[config.mk]
export PLATFORM = sky130hd
export DESIGN_NAME = ps2_dual_packet_arbiter
export DESIGN_NICKNAME = d
export VERILOG_FILES = /design/src/rtl/ps2_dual_packet_arbiter.sv
export SDC_FILE = /design/constraint.sdc
export NUM_CORES = 1
export LEC_CHECK = 0
export BUFFER_PORTS_ARGS = -buffer_cell sky130_fd_sc_hd__clkbuf_2
export CORE_ASPECT_RATIO = 1.1
export CORE_MARGIN = 3
export CORE_UTILIZATION = 40
export CTS_BUF_LIST = sky130_fd_sc_hd__clkbuf_16
export DETAILED_ROUTE_END_ITERATION = 16
export GPL_ROUTABILITY_DRIVEN = 0
export SLEW_MARGIN = 40
export SYNTH_ARGS = -nofsm -noshare
export SYNTH_HDL_FRONTEND = slang
export SYNTH_SLANG_ARGS = --single-unit
[constraint.sdc]
create_clock -name clk -period 2 [get_ports clk]
set_clock_uncertainty 0.15 [all_clocks]
set_input_delay 0.1 -clock clk [delete_from_list [all_inputs] [get_ports clk]]
set_output_delay 0.1 -clock clk [all_outputs]
set_load 0.005 [all_outputs]
[src/rtl/ps2_dual_packet_arbiter.sv]
// Frames two PS/2-style byte streams into 3-byte packets, buffers one packet per
// stream and round-robin arbitrates them onto a registered valid/ready output.
module ps2_dual_packet_arbiter #(
    parameter int unsigned SYNC_BIT = 3
) (
    input  logic        clk,
    input  logic        reset,
    input  logic        in0_valid,
    input  logic [7:0]  in0_byte,
    input  logic        in1_valid,
    input  logic [7:0]  in1_byte,
    output logic        out_valid,
    input  logic        out_ready,
    output logic [23:0] out_bytes,
    output logic        out_src,
    output logic        drop0,
    output logic        drop1
);

    localparam logic [2:0] SYNC_IDX = 3'(SYNC_BIT);

    typedef enum logic [1:0] {SEARCH, B2, B3} frame_state_t;

    logic [1:0]  in_valid;
    logic [7:0]  in_byte [2];
    logic [1:0]  hold_valid;
    logic [23:0] hold_data [2];
    logic [1:0]  take;
    logic [1:0]  drop;
    logic        out_load;
    logic        last_src;

    assign in_valid   = {in1_valid, in0_valid};
    assign in_byte[0] = in0_byte;
    assign in_byte[1] = in1_byte;
    assign drop0      = drop[0];
    assign drop1      = drop[1];

    // On a tie the stream not granted last wins; take is one-hot or zero.
    always_comb begin
        out_load = !out_valid || out_ready;
        take     = '0;
        if (out_load) begin
            if (&hold_valid) take = last_src ? 2'b01 : 2'b10;
            else             take = hold_valid;
        end
    end

    genvar s;
    generate
        for (s = 0; s < 2; s++) begin : g_stream
            frame_state_t state_q, state_d;
            logic [7:0]   byte1_q, byte2_q;
            logic         hold_valid_q, drop_q, complete;
            logic [23:0]  hold_data_q;

            always_comb begin
                state_d  = state_q;
                complete = 1'b0;
                if (in_valid[s]) begin
                    case (state_q)
                        SEARCH:  if (in_byte[s][SYNC_IDX]) state_d = B2;
                        B2:      state_d = B3;
                        B3: begin
                            state_d  = SEARCH;
                            complete = 1'b1;
                        end
                        default: state_d = SEARCH;
                    endcase
                end
            end

            always_ff @(posedge clk) begin
                if (reset) begin
                    state_q      <= SEARCH;
                    byte1_q      <= '0;
                    byte2_q      <= '0;
                    hold_valid_q <= 1'b0;
                    hold_data_q  <= '0;
                    drop_q       <= 1'b0;
                end else begin
                    state_q <= state_d;
                    drop_q  <= 1'b0;
                    if (in_valid[s] && state_q == SEARCH) byte1_q <= in_byte[s];
                    if (in_valid[s] && state_q == B2)     byte2_q <= in_byte[s];
                    // A buffer being granted this cycle counts as free for a completion.
                    if (complete) begin
                        if (!hold_valid_q || take[s]) begin
                            hold_valid_q <= 1'b1;
                            hold_data_q  <= {byte1_q, byte2_q, in_byte[s]};
                        end else begin
                            drop_q <= 1'b1;
                        end
                    end else if (take[s]) begin
                        hold_valid_q <= 1'b0;
                    end
                end
            end

            assign hold_valid[s] = hold_valid_q;
            assign hold_data[s]  = hold_data_q;
            assign drop[s]       = drop_q;
        end
    endgenerate

    always_ff @(posedge clk) begin
        if (reset) begin
            out_valid <= 1'b0;
            out_bytes <= '0;
            out_src   <= 1'b0;
            last_src  <= 1'b1;
        end else if (out_load) begin
            if (|take) begin
                out_valid <= 1'b1;
                out_bytes <= hold_data[take[1]];
                out_src   <= take[1];
                last_src  <= take[1];
            end else begin
                out_valid <= 1'b0;
            end
        end
    end

endmodule

# == Word-level counts from Yosys, hierarchy flattened ==
# Index checks and enable logic that the tools add are counted.
# word_totals
reg_bits,115
rom_bits,0
ramBits,0
latch_bits,0
word_cells,76
output_inout_bits,28
mem_count,0
# op_classes
reduce_logical,25
n_mux,23
add_sub_neg,0
n_lt_le_gt_ge,1
div,0
eq_ne,8
n_bitwise,3
n_mul,0
shift,0
# op_table
op,count
two-way mux 24 bit,3
AND reduction 2 bit,8
two-way mux 1 bit,13
two-way mux 2 bit,5
case mux 2 bit (2 select lines),2
OR reduction 2 bit,3
equality test 2 x 1 -> 1 bit (second input constant),2
equality test 2 bit (second input constant),2
logical AND 1 bit,4
logical NOT 2 bit,2
inequality test 2 x 1 -> 1 bit (second input constant),2
inequality test 2 bit (second input constant),2
nonzero test 2 bit,2
logical NOT 1 bit,3
logical OR 1 bit,3
greater-or-equal comparator 2 bit (second input constant),1
NOT 1 bit,2
NOT 1 -> 2 bit,1

# == Longest topological paths before layout ==
# logic_depth
depth_word,7
mapped_depth,6
ltp_nobuf,4

# == Worst setup path before layout ==
# Ideal clock, no wire load.
# synth_path
path_type,register -> register
start,reg out_valid
end,reg g_stream[0].hold_data_q[10]
path_stages_with_launch,7
setup_ns,0.072
t_arrival_ns,1.255
t_required_ns,1.778
slack_ns,0.524
path_cell_list,dfxtp_1 -> nor2b_4 -> o21ai_1 -> nor2b_1 -> buf_6 -> buf_8 -> mux2i_1
# synth_between
elab_chain_cells,5
# synth_lines
item,line_no,source
"start, declared",12,"output logic out_valid,"
"start signal, assigned",108,out_valid <= 1'b0;
"start signal, assigned",114,out_valid <= 1'b1;
"start signal, assigned",119,out_valid <= 1'b0;
logical NOT 1 bit,41,out_load = !out_valid || out_ready;
logical OR 1 bit,41,
two-way mux 2 bit,43,if (out_load) begin
logical OR 1 bit,88,if (!hold_valid_q || take[s]) begin
AND reduction 2 bit (no line),--,
"end signal, assigned",90,"hold_data_q <= {byte1_q, byte2_q, in_byte[s]};"
"end, declared",55,logic [23:0] hold_data_q;
# No other way between the ends.
# A chain may end at the register's enable or synchronous reset.

# == Worst setup path in the final report ==
# layout_path
start,reg g_stream[1].hold_valid_q
end,reg out_bytes[9]
# layout_between
elab_chain_cells,7
elab_cells_between_ends,9
cone_classes,mux: 5; bitwise: 1; reduce/logical: 3
# layout_lines
item,line_no,source
"start, declared",54,"logic hold_valid_q, drop_q, complete;"
"start signal, assigned",78,hold_valid_q <= 1'b0;
"start signal, assigned",89,hold_valid_q <= 1'b1;
"start signal, assigned",95,hold_valid_q <= 1'b0;
AND reduction 2 bit,44,if (&hold_valid) take = last_src ? 2'b01 : 2'b10;
two-way mux 2 bit (*),44,
two-way mux 2 bit (*),43,
NOT 1 -> 2 bit (not written as such),115,out_bytes <= hold_data[take[1]];
two-way mux 24 bit (not written as such) (3 in a row),115,
"end signal, assigned",115,
"end, declared",14,"output logic [23:0] out_bytes,"
# Mark *: on every way between the ends. The rest lies on a longest branch, timed or not. The select of a mux whose other input is x is not followed.

==> results.ini <==
[grt]
gr-total-overflow = 0
grt_pass1_vias = 3303
antenna_found_initial = 0
grt_usage = 0.172
grt_pass1_wl_mm = 17.2
grt_max_degree = 68

[yosys]
synth-main-ff-cell = dfxtp_1
syn_area_per_cell_sq_um = 9.98
syn_nets = 488
yosys_warnings = 0
async_flop_share = 0
synth_xor_area_frac = 0
synth_seq_cells = 115
synth_compound_area_frac = 0.0653
synth.distinct_cells = 27
synth_edf_count = 0
muxShareOfSynthArea = 0.168
netlist_area_sq_um = 4660
synth_simple_gate_area_frac = 0.230
seq_area_frac_synth = 0.494
synthCells = 467
synth_top_family_by_area = simple AND/OR/NAND/NOR gates
synthAdderAreaFrac = 0

[clock_tree]
cts_max_level = 4
cts_tree = built
postCtsSetupRepairBufs = 0
clk_pin_slew_ps = 50
cts_buffers = 17
cts_resized = 0
numClockSinks = 115
clk_path_buf_depth = 2
cts-root-buf = clkbuf_16
clk_latency_ps = 410

[finish]
area_growth_syn_to_layout_pct = 23.9
num_antenna_cells = 0
utilization = 0.517
nets = 550
drive_gt1_frac = 0.170
final_area_sq_um = 5770
fillCellCount = 1011

[critical_path]
critical_path_buf_inv_count = 0
critical_path_arrival_ps = 1830
cp-end-kind = register
start_kind = register
crit_slowest_cell = nor2_4
crit_chain = a21bo_1, nor2_4, o221ai_1, nand2_1
path_delay_family = simple AND/OR/NAND/NOR gates
critical-path-max-stage-delay_ps = 450
crit_required_ps = 2190
cp_max_fo = 25
crit_type = register to register

[power]
vdd_ir_drop_max_mv = 0.358
p_int_mw = 4.41
seq_power_share = 0.420
total_power_mw = 5.61
switchingPower_mw = 1.20
combPwrFrac = 0.050
leakage_nw = 2.31
power.share.clock = 0.530
powerDensity_nw_per_um2 = 972
p_sw_frac = 0.214

[worst_hold_path]
worstHoldPathType = register to register

[timing]
layout_min_cycle_time_ps = 1640
hold_viol_final = 0
finalSetupViolations = 0
worst_pin_slew_ps = 643
fin_ws_ps = 360
slew-limit-headroom = 0.570
setup_tns_ps = 0
rsz0062_at_grt = false
clock.fmax_mhz = 610
drv_slew = 0
fin_crit_sh = 0.820

[placement]
numPortBuffers = 48
post-place-ws_ps = 389
dpl.hpwl_mm = 7.02
postPlaceCellArea_sq_um = 4980

[drt]
routed_wl_mm = 10.4
drt_iter0_markers = 200
wl_per_cell_um = 15.1
first_pass_iters = 4
vias_per_cell = 4.82
drc = 0
vias = 3320
ant_nets = 0

[run]
drv_cap = 0

[die]
die_height_um = 119
die_area_sq_um = 13000
coreArea_sq_um = 11200
start_util = 0.417
fp-row-count = 40
pin_count = 49
die_w_um = 109

[status]
status = complete, no violations

cell type report:
class                      count  area, sq um  share of cell area
sequential                   115         2300               0.399
multi-input combinational    318         2160               0.374
timing repair buffer          77          533              0.0923
clock buffer                  17          425              0.0737
tap                          147          184              0.0319
clock inverter                15          166              0.0288
layout by cell type, fill, tap and decap left out, types with 3 or more instances in the layout:
master	instances
nor2_1	32
o221ai_1	24
clkbuf_2	47
clkinvlp_4	8
nand3b_1	4
a21oi_1	10
dfxtp_1	115
nand2_1	51
dlygate4sd3_1	20
mux2i_1	78
nand2b_1	102
buf_4	7
bufinv_16	3
clkbuf_16	17
clkinv_1	3
power by group through the flow:
stage / clock, mW / combinational [mW] / sequential (mW)
floorplan: 0 / 0.179 / 2.40
global placement: 0 / 0.247 / 2.40
detailed placement: 0 / 0.249 / 2.41
CTS: 3.05 / 0.280 / 2.36
global route: 3.18 / 0.304 / 2.36
finish: 2.97 / 0.278 / 2.36
per-layer routing:
layer / wire [um] / track usage / up-vias / part of all wire
met3: 317 / 0.0499 / 0 / 0.030
met2: 4930 / 0.252 / 53 / 0.47
met5: 0 / 0 / - / 0
met1: 5190 / 0.238 / 1565 / 0.50
li1: - / - / 1702 / -
met4: 0 / 0.0671 / 0 / 0
final timing paths:
kind	slack (ps)	from	depth (start not counted)	to
max	360	g_stream[1].hold_valid_q$_SDFFE_PP0P_	4	out_bytes[9]$_SDFFE_PP0P_
min	290	out_bytes[13]$_SDFFE_PP0P_	2	out_bytes[13]$_SDFFE_PP0P_
max reg2reg	360	g_stream[1].hold_valid_q$_SDFFE_PP0P_	4	out_bytes[9]$_SDFFE_PP0P_
min reg2reg	290	out_bytes[13]$_SDFFE_PP0P_	2	out_bytes[13]$_SDFFE_PP0P_
cell families (layout without fill, tap and decap cells):
logic type / count (synthesis) / in the layout
mux: 78 / 78
simple gates: 201 / 201
compound gates: 39 / 39
flops: 115 / 115
buf+inv: 34 / 109
flip-flops by register name, summed over array words and instances, names as in the netlist:
signal,cells
out_src,1
g_stream.hold_valid_q,2
last_src,1
g_stream.byte1_q,16
out_bytes,24
g_stream.byte2_q,16
drop0,1
g_stream.hold_data_q,48
g_stream.state_q,4
out_valid,1
drop1,1
synthesized netlist by cell type (2+ instances only):
| master | count | area, sq um |
|---|---|---|
| o221ai_1 | 24 | 210 |
| buf_4 | 3 | 22.5 |
| nor3b_1 | 2 | 15.0 |
| nor3_1 | 2 | 10.0 |
| buf_2 | 12 | 60.1 |
| a21oi_1 | 10 | 50.1 |
| buf_6 | 3 | 33.8 |
| nor2b_1 | 2 | 12.5 |
| buf_8 | 2 | 30.0 |
| mux2i_1 | 78 | 781 |
| nor2_1 | 32 | 120 |
| nand3b_1 | 4 | 30.0 |
| nand2_1 | 51 | 191 |
| dfxtp_1 | 115 | 2300 |
| nand2b_1 | 102 | 638 |
| clkbuf_1 | 14 | 52.6 |
worst min-delay path, cell delays in order, from the launching register on:
cell,delay (ps)
dfxtp_1,310
nand2_1,50
nand2_1,40
stage by stage:
step	cells	hold WS, ps
finish	689	290
global route	689	313
CTS	689	294
detailed placement	637	230
global placement	637	230
floorplan	467	93.9
timing repair:
action | CTS | global route
endpoints found under the setup margin | 0 | 0
hold buffers | 20 | 0
hold endpoints to repair | 59 | 0
(Power assumes the default switching activity.)
